**config.mk**
```make
export PLATFORM = sky130hd
export DESIGN_NAME = riscv_core_mul_seq_flat
export DESIGN_NICKNAME = d
export VERILOG_FILES = /design/src/rtl/riscv_core_mul_seq_if.sv /design/src/rtl/riscv_core_mul_seq.sv /design/src/flat_wrapper.sv
export SDC_FILE = /design/constraint.sdc
export NUM_CORES = 1
export LEC_CHECK = 0
export BUFFER_PORTS_ARGS = -buffer_cell sky130_fd_sc_hd__buf_2
export CAP_MARGIN = 20
export CORE_MARGIN = 3
export CORE_UTILIZATION = 60
export DETAILED_ROUTE_END_ITERATION = 6
export PLACE_DENSITY = 0.81
export SLEW_MARGIN = 20
export SYNTH_ARGS = -nofsm -noshare
export SYNTH_HDL_FRONTEND = slang
export SYNTH_SLANG_ARGS = --single-unit
```
**constraint.sdc**
```tcl
create_clock -name i_mul_clk -period 9.9 [get_ports i_mul_clk]
set_clock_uncertainty 0.1 [all_clocks]
set_input_delay 0.495 -clock i_mul_clk [delete_from_list [all_inputs] [get_ports i_mul_clk]]
set_output_delay 0.495 -clock i_mul_clk [all_outputs]
set_load 0.1 [all_outputs]
```
**src/rtl/riscv_core_mul_seq_if.sv**
```systemverilog
// Request/response bundle for the sequential RISC-V multiplier.
// The requester drives the master modport, the multiplier sits on the slave modport.
interface riscv_core_mul_seq_if #(
    parameter int XLEN = 64
) ();
    logic            i_mul_valid;
    logic            o_mul_ready;
    logic [1:0]      i_mul_op;
    logic            i_mul_word;
    logic [XLEN-1:0] i_mul_rs1;
    logic [XLEN-1:0] i_mul_rs2;
    logic            i_mul_flush;
    logic            o_mul_valid;
    logic            i_mul_out_ready;
    logic [XLEN-1:0] o_mul_result;

    modport master (
        output i_mul_valid, i_mul_op, i_mul_word, i_mul_rs1, i_mul_rs2,
        output i_mul_flush, i_mul_out_ready,
        input  o_mul_ready, o_mul_valid, o_mul_result
    );

    modport slave (
        input  i_mul_valid, i_mul_op, i_mul_word, i_mul_rs1, i_mul_rs2,
        input  i_mul_flush, i_mul_out_ready,
        output o_mul_ready, o_mul_valid, o_mul_result
    );
endinterface

```
**src/rtl/riscv_core_mul_seq.sv**
```systemverilog
// Sequential radix-4 Booth multiplier for MUL/MULH/MULHSU/MULHU and MULW.
// Operands are widened to XLEN+2 bits so a single signed Booth engine covers
// every signedness combination; one Booth digit is retired per BUSY cycle.
module riscv_core_mul_seq #(
    parameter int XLEN      = 64,
    parameter bit EARLY_OUT = 1'b1
) (
    input  logic                 i_mul_clk,
    input  logic                 i_mul_rstn,
    riscv_core_mul_seq_if.slave  mul_if
);
    localparam int W    = XLEN + 2;
    localparam int ITER = W / 2;
    localparam int CW   = $clog2(ITER + 1);

    typedef enum logic [1:0] {
        ST_IDLE = 2'd0,
        ST_BUSY = 2'd1,
        ST_DONE = 2'd2
    } state_t;

    state_t            state_q, state_d;
    logic [CW-1:0]     cnt_q;
    logic [2*W-1:0]    acc_q;
    logic [W-1:0]      m_q;
    logic              qm1_q;
    logic [1:0]        op_q;
    logic              word_q;
    logic [XLEN-1:0]   result_q;
    logic              valid_q;

    logic [W-1:0]      a_ext_s;
    logic [W-1:0]      b_ext_s;
    logic              accept_s;
    logic              zero_s;
    logic              last_s;
    logic [W+1:0]      m_x_s;
    logic [W+1:0]      pp_s;
    logic [W+1:0]      sum_s;
    logic [2*W-1:0]    acc_step_s;
    logic              ready_s;

    // Select MUL low half, high half, or sign-extended low word of the product.
    function automatic logic [XLEN-1:0] pick_result(input logic [2*W-1:0] prod,
                                                    input logic [1:0]     op,
                                                    input logic           word);
        logic [XLEN-1:0] r;
        if (word) begin
            r = XLEN'($signed(prod[31:0]));
        end else if (op == 2'b00) begin
            r = prod[XLEN-1:0];
        end else begin
            r = prod[2*XLEN-1:XLEN];
        end
        return r;
    endfunction

    // Widen request operands according to opcode signedness or word mode.
    always_comb begin
        a_ext_s = {2'b00, mul_if.i_mul_rs1};
        b_ext_s = {2'b00, mul_if.i_mul_rs2};
        if (mul_if.i_mul_word) begin
            a_ext_s = W'($signed(mul_if.i_mul_rs1[31:0]));
            b_ext_s = W'($signed(mul_if.i_mul_rs2[31:0]));
        end else begin
            case (mul_if.i_mul_op)
                2'b01: begin
                    a_ext_s = {{2{mul_if.i_mul_rs1[XLEN-1]}}, mul_if.i_mul_rs1};
                    b_ext_s = {{2{mul_if.i_mul_rs2[XLEN-1]}}, mul_if.i_mul_rs2};
                end
                2'b10: begin
                    a_ext_s = {{2{mul_if.i_mul_rs1[XLEN-1]}}, mul_if.i_mul_rs1};
                end
                default: begin
                    a_ext_s = {2'b00, mul_if.i_mul_rs1};
                end
            endcase
        end
    end

    assign accept_s = (state_q == ST_IDLE) && mul_if.i_mul_valid;
    assign zero_s   = EARLY_OUT && ((a_ext_s == '0) || (b_ext_s == '0));
    assign last_s   = (cnt_q == CW'(1));

    // One Booth step: pick the partial product from {y[i+1], y[i], y[i-1]} and shift by two.
    always_comb begin
        m_x_s = {{2{m_q[W-1]}}, m_q};
        case ({acc_q[1:0], qm1_q})
            3'b001, 3'b010: pp_s = m_x_s;
            3'b011:         pp_s = m_x_s << 1;
            3'b100:         pp_s = -(m_x_s << 1);
            3'b101, 3'b110: pp_s = -m_x_s;
            default:        pp_s = '0;
        endcase
        sum_s      = {{2{acc_q[2*W-1]}}, acc_q[2*W-1:W]} + pp_s;
        acc_step_s = {sum_s, acc_q[W-1:2]};
    end

    // FSM state register.
    always_ff @(posedge i_mul_clk or negedge i_mul_rstn) begin
        if (!i_mul_rstn) begin
            state_q <= ST_IDLE;
        end else begin
            state_q <= state_d;
        end
    end

    // FSM next-state: flush wins over completion and consumption.
    always_comb begin
        state_d = state_q;
        case (state_q)
            ST_IDLE: begin
                if (mul_if.i_mul_valid) begin
                    state_d = zero_s ? ST_DONE : ST_BUSY;
                end else begin
                    state_d = ST_IDLE;
                end
            end
            ST_BUSY: begin
                if (mul_if.i_mul_flush) begin
                    state_d = ST_IDLE;
                end else if (last_s) begin
                    state_d = ST_DONE;
                end else begin
                    state_d = ST_BUSY;
                end
            end
            ST_DONE: begin
                if (mul_if.i_mul_flush || mul_if.i_mul_out_ready) begin
                    state_d = ST_IDLE;
                end else begin
                    state_d = ST_DONE;
                end
            end
            default: state_d = ST_IDLE;
        endcase
    end

    // FSM outputs: ready depends on state only.
    always_comb begin
        ready_s = 1'b0;
        if (state_q == ST_IDLE) begin
            ready_s = 1'b1;
        end else begin
            ready_s = 1'b0;
        end
    end

    // Datapath: capture operands on accept, iterate while busy, latch the result on completion.
    always_ff @(posedge i_mul_clk or negedge i_mul_rstn) begin
        if (!i_mul_rstn) begin
            cnt_q    <= '0;
            acc_q    <= '0;
            m_q      <= '0;
            qm1_q    <= 1'b0;
            op_q     <= 2'b00;
            word_q   <= 1'b0;
            result_q <= '0;
            valid_q  <= 1'b0;
        end else begin
            valid_q <= (state_d == ST_DONE);
            if (accept_s) begin
                m_q    <= a_ext_s;
                acc_q  <= {{W{1'b0}}, b_ext_s};
                qm1_q  <= 1'b0;
                cnt_q  <= CW'(ITER);
                op_q   <= mul_if.i_mul_op;
                word_q <= mul_if.i_mul_word;
                if (zero_s) begin
                    result_q <= '0;
                end else begin
                    result_q <= result_q;
                end
            end else if ((state_q == ST_BUSY) && !mul_if.i_mul_flush) begin
                acc_q <= acc_step_s;
                qm1_q <= acc_q[1];
                cnt_q <= cnt_q - CW'(1);
                if (last_s) begin
                    result_q <= pick_result(acc_step_s, op_q, word_q);
                end else begin
                    result_q <= result_q;
                end
            end else begin
                acc_q    <= acc_q;
                result_q <= result_q;
            end
        end
    end

    assign mul_if.o_mul_ready  = ready_s;
    assign mul_if.o_mul_valid  = valid_q;
    assign mul_if.o_mul_result = result_q;

endmodule
```
**src/flat_wrapper.sv**
```systemverilog
// flat-port wrapper written by rule: the top's interface ports become plain ports
module riscv_core_mul_seq_flat 
#(
    parameter int XLEN      = 64,
    parameter bit EARLY_OUT = 1'b1
)
  (i_mul_clk, i_mul_rstn, mul_if_i_mul_valid, mul_if_i_mul_op, mul_if_i_mul_word, mul_if_i_mul_rs1, mul_if_i_mul_rs2, mul_if_i_mul_flush, mul_if_i_mul_out_ready, mul_if_o_mul_ready, mul_if_o_mul_valid, mul_if_o_mul_result);
  riscv_core_mul_seq_if #(.XLEN(XLEN)) mul_if_i ();
  input  logic i_mul_clk;
  input  logic i_mul_rstn;
  input wire logic [$bits(mul_if_i.i_mul_valid)-1:0] mul_if_i_mul_valid;
  input wire logic [$bits(mul_if_i.i_mul_op)-1:0] mul_if_i_mul_op;
  input wire logic [$bits(mul_if_i.i_mul_word)-1:0] mul_if_i_mul_word;
  input wire logic [$bits(mul_if_i.i_mul_rs1)-1:0] mul_if_i_mul_rs1;
  input wire logic [$bits(mul_if_i.i_mul_rs2)-1:0] mul_if_i_mul_rs2;
  input wire logic [$bits(mul_if_i.i_mul_flush)-1:0] mul_if_i_mul_flush;
  input wire logic [$bits(mul_if_i.i_mul_out_ready)-1:0] mul_if_i_mul_out_ready;
  output wire logic [$bits(mul_if_i.o_mul_ready)-1:0] mul_if_o_mul_ready;
  output wire logic [$bits(mul_if_i.o_mul_valid)-1:0] mul_if_o_mul_valid;
  output wire logic [$bits(mul_if_i.o_mul_result)-1:0] mul_if_o_mul_result;
  assign mul_if_i.i_mul_valid = mul_if_i_mul_valid;
  assign mul_if_i.i_mul_op = mul_if_i_mul_op;
  assign mul_if_i.i_mul_word = mul_if_i_mul_word;
  assign mul_if_i.i_mul_rs1 = mul_if_i_mul_rs1;
  assign mul_if_i.i_mul_rs2 = mul_if_i_mul_rs2;
  assign mul_if_i.i_mul_flush = mul_if_i_mul_flush;
  assign mul_if_i.i_mul_out_ready = mul_if_i_mul_out_ready;
  assign mul_if_o_mul_ready = mul_if_i.o_mul_ready;
  assign mul_if_o_mul_valid = mul_if_i.o_mul_valid;
  assign mul_if_o_mul_result = mul_if_i.o_mul_result;
  riscv_core_mul_seq #(.XLEN(XLEN), .EARLY_OUT(EARLY_OUT)) u_core (.i_mul_clk(i_mul_clk), .i_mul_rstn(i_mul_rstn), .mul_if(mul_if_i));
endmodule
```
==> results.json, run 1 <==
{
  "status": "completed",
  "synth_edf_count": 0,
  "cts_tree": "built",
  "arrival_ns": 7.30,
  "syn-num-nets": 2662,
  "synth_seq_cells": 274,
  "finalSetupViolCount": 0,
  "final_hold_viol_count": 0,
  "criticalPathCategory": "flip-flop to flip-flop",
  "regToRegSetupSlack_ns": 2.96,
  "syn_inst": 2454,
  "holdPathStages": 3,
  "fp.dieH_microns": 184,
  "synth.top_cell.area_share": 0.361,
  "globalplace.congestion": 0.931,
  "yosysWarnings": 0,
  "rsz0062_at_grt": "false",
  "hold_class": "input pin to flip-flop",
  "post-dp-hpwl_microns": 44100,
  "relSlewSlack": 0.276,
  "critPathLaunchType": "flip-flop",
  "clock_path_buffers": 3,
  "initial_utilization": 0.615,
  "timing.hold.ws_ns": 0.0180,
  "cts_buffers": 31,
  "avgSynthCellArea_sq_um": 7.74,
  "setup.worst_path.end_class": "flip-flop",
  "area_delta_synth_final_pct": 10.9,
  "die_x_microns": 184,
  "fin_crit_ns": 6.94,
  "grt_pass1_vias": 18000,
  "vias": 19100,
  "antenna_found_initial": 0,
  "period_share": 0.701,
  "critPathMaxFanout": 6,
  "reg2reg_to": "u_core.mul_if.o_mul_result[60]$_DFFE_PN0P_",
  "avgRoutedWirePerCell_microns": 20.9,
  "num_rows": 64,
  "core-area_sq_mm": 0.0309,
  "yosys.area_share.simple": 0.223,
  "drc": 0,
  "num_io_pins": 202,
  "cts.reportedPaths.clkPinSlew_ns": 0.06,
  "synth_area_leaders": "dfrtp_1, nand2_1, o21ai_0",
  "drive_above_1_share": 0.121,
  "synth_xor_area_frac": 0.0604,
  "cts_resized": 0,
  "drtIter0Drc": 1991,
  "seq_area_frac_synth": 0.361,
  "synth_top_family_by_area": "compound AO/OA/AOI/OAI gates",
  "async_flop_share": 1.00,
  "grt_pass1_wl_microns": 97100,
  "setup.worst_path.end": "u_core.mul_if.o_mul_result[60]$_DFFE_PN0P_",
  "r2r_cells": 22,
  "synth-adder-area-share": 0.0478,
  "drtPass1Iterations": 6,
  "clkLatencyLatePin_ns": 0.59,
  "finalNetCount": 2729,
  "ys_types": 66,
  "cts_root_buffer": "clkbuf_16",
  "htreeDepth": 1,
  "maxSlewViolCount": 0,
  "grt_max_degree": 119,
  "wl_microns": 61500,
  "syn_area_sq_mm": 0.0190,
  "fmax_mhz": 144,
  "grt_overflow": 0,
  "post_drt_via_cell_ratio": 6.50,
  "tightest_slew_ns": 1.09,
  "maxCapViolCount": 0,
  "timing.rr.start": "u_core.m_q[0]$_DFFE_PN0P_",
  "cts_num_sinks": 274,
  "synthFlopType": "dfrtp_1",
  "grtUsageTotal": 0.355,
  "portBuffers": 201,
  "required_ns": 10.26,
  "antenna_cells": 0,
  "ant_nets": 0,
  "setup_tns_ns": 0,
  "muxShareOfSynthArea": 0.00856,
  "synth-compound-area-share": 0.255,
  "crit_start": "u_core.m_q[0]$_DFFE_PN0P_",
  "dieArea_sq_mm": 0.0338,
  "yosys.area.top_type": "dfrtp_1"
}
metrics by stage:
stage          area (sq um)  instances  setup WS [ns]  utilization
2_1_floorplan         19000       2454           4.04            -
3_3_place_gp          20000       2878           3.29        0.645
3_5_place_dp          20000       2878           3.12        0.645
4_1_cts               21000       2940           3.06        0.681
5_1_grt               21100       2940           2.64        0.681
6_report              21100       2940           2.96        0.681
repair_timing:
item / CTS / global route
hold buffers: 6 / 0
hold endpoints to repair: 114 / 0
setup buffers: 0 / 0
final cells by class:
class	count	area [sq um]
multi-input combinational	1957	11300
inverter	33	124
timing repair buffer	224	1210
fill	2643	9850
sequential	274	6860
tap	396	495
clock inverter	10	130
clock buffer	46	902
flip-flops by register name, indices dropped and copies added (netlist names):
name                        count
u_core.mul_if.o_mul_result     64
u_core.cnt_q                    6
u_core.qm1_q                    1
u_core.word_q                   1
u_core.op_q                     2
u_core.state_q                  2
u_core.m_q                     65
u_core.mul_if.o_mul_valid       1
u_core.acc_q                  132
worst max-delay path, stage by stage (launching register included):
cell and delay (ns):
dfrtp_1 0.41, inv_1 0.13, ha_1 0.24, or3b_4 0.43
or4_4 0.47, or2_4 0.27, or3_1 0.34, or4_4 0.47
or3_1 0.39, a211oi_1 0.27, o22ai_1 0.15, ha_1 0.47
nand2_1 0.16, or3_1 0.43, or2_2 0.30, o221ai_1 0.21
a31oi_1 0.13, o21ai_0 0.62, a41o_1 0.31, a211oi_1 0.09
xnor2_1 0.15, o221ai_1 0.18, nand2_1 0.07
cell usage after synthesis (19+ instances only):
cell      number
a211oi_1      22
a21o_1        59
a21oi_1      202
a22o_1        37
a22oi_1       40
a31oi_1       79
buf_1         19
clkbuf_1     165
dfrtp_1      274
ha_1          71
inv_1         33
nand2_1      482
nand3_1       27
nand4_1       31
nor2_1       223
nor3_1        36
nor4_1        43
o21ai_0      222
o221ai_1      25
or3_1         40
xnor2_1       62
xor2_1        69
layout by cell type, fill, tap and decap left out, types with 40 or more instances in the layout:
| master | synthesis | final |
|---|---|---|
| xor2_1 | 69 | 69 |
| nor2_1 | 223 | 217 |
| dfrtp_1 | 274 | 273 |
| nand2_1 | 482 | 478 |
| a31oi_1 | 79 | 79 |
| a22oi_1 | 40 | 40 |
| xnor2_1 | 62 | 62 |
| nor4_1 | 43 | 43 |
| a21oi_1 | 202 | 202 |
| buf_2 | 4 | 200 |
| ha_1 | 71 | 71 |
| or3_1 | 40 | 40 |
| a21o_1 | 59 | 59 |
| o21ai_0 | 222 | 221 |
per-layer routing:
metal	track usage	part of all wire	vias to the layer above
li1	-	-	8910
met1	0.463	0.40	9175
met2	0.595	0.48	849
met3	0.0481	0.069	175
met4	0.151	0.049	0
met5	0	0	-
how the worst min path moves through the flow:
stage | from | endpoint | slack, ns
after floorplan | i_mul_rstn | u_core.acc_q[0]$_DFFE_PN0P_ | 0.1
after global placement | u_core.mul_if.o_mul_result[62]$_DFFE_PN0P_ | u_core.mul_if.o_mul_result[62]$_DFFE_PN0P_ | 0.35
after detailed placement | u_core.mul_if.o_mul_result[57]$_DFFE_PN0P_ | u_core.mul_if.o_mul_result[57]$_DFFE_PN0P_ | 0.35
after CTS | mul_if_i_mul_rs1[21] | u_core.m_q[21]$_DFFE_PN0P_ | 0.001
after global routing | mul_if_i_mul_rs1[20] | u_core.m_q[20]$_DFFE_PN0P_ | 0.01
final | mul_if_i_mul_rs1[5] | u_core.m_q[5]$_DFFE_PN0P_ | 0.02
kinds of logic (layout without fill, tap and decap cells):
family	count (synthesis)	after routing
muxes	16	16
adders and majority gates	72	72
buffers and inverters	223	313
xor gates and xnor gates	131	131
and+or+nand+nor	960	960
AOI/OAI and AO/OA	778	778
DFF	274	274
Power of run 1 is left out: the tool's default activity adds up to more than one toggle a clock period on the data nets, which glitch-free logic cannot reach.
==> inputs of run 2 (changes only) <==
--- a/config.mk
+++ b/config.mk
@@ -5,12 +5,13 @@
 export SDC_FILE = /design/constraint.sdc
 export NUM_CORES = 1
 export LEC_CHECK = 0
+export ABC_AREA = 1
 export BUFFER_PORTS_ARGS = -buffer_cell sky130_fd_sc_hd__buf_2
 export CAP_MARGIN = 20
 export CORE_MARGIN = 3
-export CORE_UTILIZATION = 60
+export CORE_UTILIZATION = 55
 export DETAILED_ROUTE_END_ITERATION = 6
-export PLACE_DENSITY = 0.81
+export PLACE_DENSITY = 0.78
 export SLEW_MARGIN = 20
 export SYNTH_ARGS = -nofsm -noshare
 export SYNTH_HDL_FRONTEND = slang
==> constraint.sdc (replaced) <==
create_clock -name i_mul_clk -period 5.6 [get_ports i_mul_clk]
set_clock_uncertainty 0.1 [all_clocks]
set_input_delay 0.28 -clock i_mul_clk [delete_from_list [all_inputs] [get_ports i_mul_clk]]
set_output_delay 0.28 -clock i_mul_clk [all_outputs]
set_load 0.1 [all_outputs]
==> results.json, run 2 <==
{
  "synth_area_leaders": "dfrtp_1, nand2_1, inv_1",
  "syn_area_sq_mm": 0.0217,
  "grt_pass1_vias": 22800,
  "dieArea_sq_mm": 0.0419,
  "required_ns": 5.95,
  "seqCellArea_sq_mm": 0.00686,
  "grt_max_degree": 160,
  "reg2reg_to": "u_core.mul_if.o_mul_result[54]$_DFFE_PN0P_",
  "layout_commonest_cell": "nand2_1",
  "die_x_microns": 205,
  "critPathBufInv": 2,
  "holdPathStages": 3,
  "cts_buffers": 34,
  "dpl_cell_area_sq_mm": 0.0231,
  "antenna_cells": 0,
  "syn_inst": 3465,
  "hold_path_end": "u_core.acc_q[34]$_DFFE_PN0P_",
  "p_leak_nw": 13.5,
  "cts_tree": "built",
  "timing.rr.start": "u_core.m_q[0]$_DFFE_PN0P_",
  "clock_path_buffers": 3,
  "antenna_found_initial": 1,
  "syn-num-nets": 3673,
  "finalSetupViolCount": 0,
  "grtUsageTotal": 0.387,
  "synth_seq_cells": 274,
  "final_hold_viol_count": 0,
  "grt_pass1_wl_microns": 126000,
  "peakVddDrop_mv": 0.707,
  "num_rows": 72,
  "synth.top_cell.area_share": 0.316,
  "critPathMaxFanout": 5,
  "ys_types": 54,
  "regToRegSetupSlack_ns": 0.86,
  "post_drt_via_cell_ratio": 5.72,
  "htreeDepth": 2,
  "worst_slack_ns": 0.862,
  "finalPower_w": 0.0155,
  "clkLatencyLatePin_ns": 0.58,
  "layout_common_cells": "nand2_1, inv_1, nand3_1",
  "maxSlewViolCount": 0,
  "async_flop_share": 1.00,
  "period_share": 0.846,
  "maxCapViolCount": 0,
  "fin_area_sq_mm": 0.0254,
  "drtPass1Iterations": 6,
  "ant_nets": 0,
  "post-dp-hpwl_microns": 60300,
  "slowest_stage": "ha_1",
  "cts.reportedPaths.clkPinSlew_ns": 0.06,
  "setup.worst_path.end_class": "flip-flop",
  "core-area_sq_mm": 0.0388,
  "yosysWarnings": 0,
  "finalNetCount": 3922,
  "drc": 0,
  "drtIter0Drc": 2951,
  "avgRoutedWirePerCell_microns": 19.2,
  "tightest_slew_ns": 1.04,
  "relSlewSlack": 0.308,
  "setup_tns_ns": 0,
  "r2r_cells": 27,
  "grt_overflow": 0,
  "hp-start": "mul_if_i_mul_rs2[34]",
  "critical_path.max_stage_delay_ns": 0.48,
  "area_delta_synth_final_pct": 16.8,
  "initial_utilization": 0.559,
  "seq_area_frac_synth": 0.316,
  "fin_crit_ns": 4.74,
  "cpLargestDelayFamily": "simple AND/OR/NAND/NOR gates",
  "portBuffers": 201,
  "avgSynthCellArea_sq_um": 6.27,
  "criticalPathCategory": "flip-flop to flip-flop",
  "regMostFlops": "u_core.acc_q",
  "fillers": 3600,
  "synth_edf_count": 0,
  "instances_no_fill": 4255,
  "synthFlopType": "dfrtp_1",
  "vias": 24400,
  "yosys.area.top_type": "dfrtp_1",
  "pre_cts_ws_ns": 0.920,
  "cts_root_buffer": "clkbuf_16",
  "rsz0062_at_grt": "false",
  "cp_common_cell": "nand2_1",
  "drive_above_1_share": 0.0848,
  "critPathLaunchType": "flip-flop",
  "cts_resized": 0,
  "largest_reg_flops": 132,
  "arrival_ns": 5.09,
  "cellPowerDensity_mw_per_mm2": 611,
  "globalplace.congestion": 1.02,
  "num_io_pins": 202,
  "synth_commonest_cells": "nand2_1, inv_1, nand3_1",
  "cts_num_sinks": 274,
  "dp.cells": 4078,
  "fmax_mhz": 211,
  "fp.dieH_microns": 205,
  "multi_input_area_sq_mm": 0.0125,
  "status": "completed",
  "wl_microns": 81900,
  "hold_class": "input pin to flip-flop",
  "yosysMostFrequentCell": "nand2_1"
}
## run 2: cell types whose count changed after synthesis, sizes merged, moves of 31 or more
cell / previous run / this run
a31oi: 79 / 16
nand3: 27 / 339
a21o: 59 / 0
clkbuf: 165 / 94
o21ai: 223 / 170
a21oi: 202 / 148
or3: 40 / 0
a22o: 37 / 6
o211ai: 7 / 40
inv: 33 / 498
a22oi: 40 / 2
nand2: 482 / 1242
xnor2: 62 / 23
## run 2: final cells by class
cell class,instances,share of cell area
clock buffer,44,0.0362
multi-input combinational,2560,0.491
inverter,500,0.0742
tap,518,0.0255
timing repair buffer,344,0.0950
sequential,274,0.270
clock inverter,15,0.00804
## run 2: metal layers
layer  wire length [microns]  share of wire  GRT usage
met5                       0              0          0
met4                    3970          0.049      0.177
met3                    8650           0.11     0.0713
met2                   35000           0.43      0.581
met1                   34200           0.42      0.543
## run 2: power breakdown
part           total (W)  internal [W]  switching [W]  leakage, nW
clock            0.00228       0.00132       0.000960        0.549
combinational    0.00977       0.00276        0.00701         9.41
sequential       0.00344       0.00272       0.000724         3.51
## run 2: kinds of logic after synthesis
logic type                 Yosys count  synth area share
and+or+nand+nor                   1949             0.374
buffers and inverters              631             0.113
AOI/OAI and AO/OA                  463             0.125
DFF                                274             0.316
xor gates and xnor gates            75            0.0302
adders and majority gates           72            0.0418
muxes                                1          0.000461
## run 2: stage by stage
| stage | hold slack (ns) | util |
|---|---|---|
| final | 0.0264 | 0.653 |
| after global routing | 0.0313 | 0.653 |
| after CTS | 0.0133 | 0.653 |
| after detailed placement | 0.152 | 0.594 |
| after global placement | 0.148 | 0.594 |
| after floorplan | -0.116 | - |
## run 2: worst max-delay path by stage
| stage | start | endpoint | cells after the start |
|---|---|---|---|
| after floorplan | u_core.m_q[1]$_DFFE_PN0P_ | u_core.mul_if.o_mul_result[63]$_DFFE_PN0P_ | 26 |
| after global placement | u_core.m_q[1]$_DFFE_PN0P_ | u_core.mul_if.o_mul_result[54]$_DFFE_PN0P_ | 27 |
| after detailed placement | u_core.m_q[0]$_DFFE_PN0P_ | u_core.mul_if.o_mul_result[54]$_DFFE_PN0P_ | 27 |
| after CTS | u_core.m_q[0]$_DFFE_PN0P_ | u_core.mul_if.o_mul_result[54]$_DFFE_PN0P_ | 27 |
| after global routing | u_core.m_q[0]$_DFFE_PN0P_ | u_core.mul_if.o_mul_result[54]$_DFFE_PN0P_ | 27 |
| final | u_core.m_q[0]$_DFFE_PN0P_ | u_core.mul_if.o_mul_result[54]$_DFFE_PN0P_ | 27 |
## run 2: timing repair
action,4_1_cts,5_1_grt
setup buffers,0,0
endpoints found under the hold margin,170,0
hold buffers,118,0
## run 2: tightest hold or removal path, delay by kind of cell
kind                   cells  cell delay (ns)
buffers and inverters      1             0.08
AOI/OAI and AO/OA          2             0.30
No activity file was read; power rests on OpenSTA's default activity.
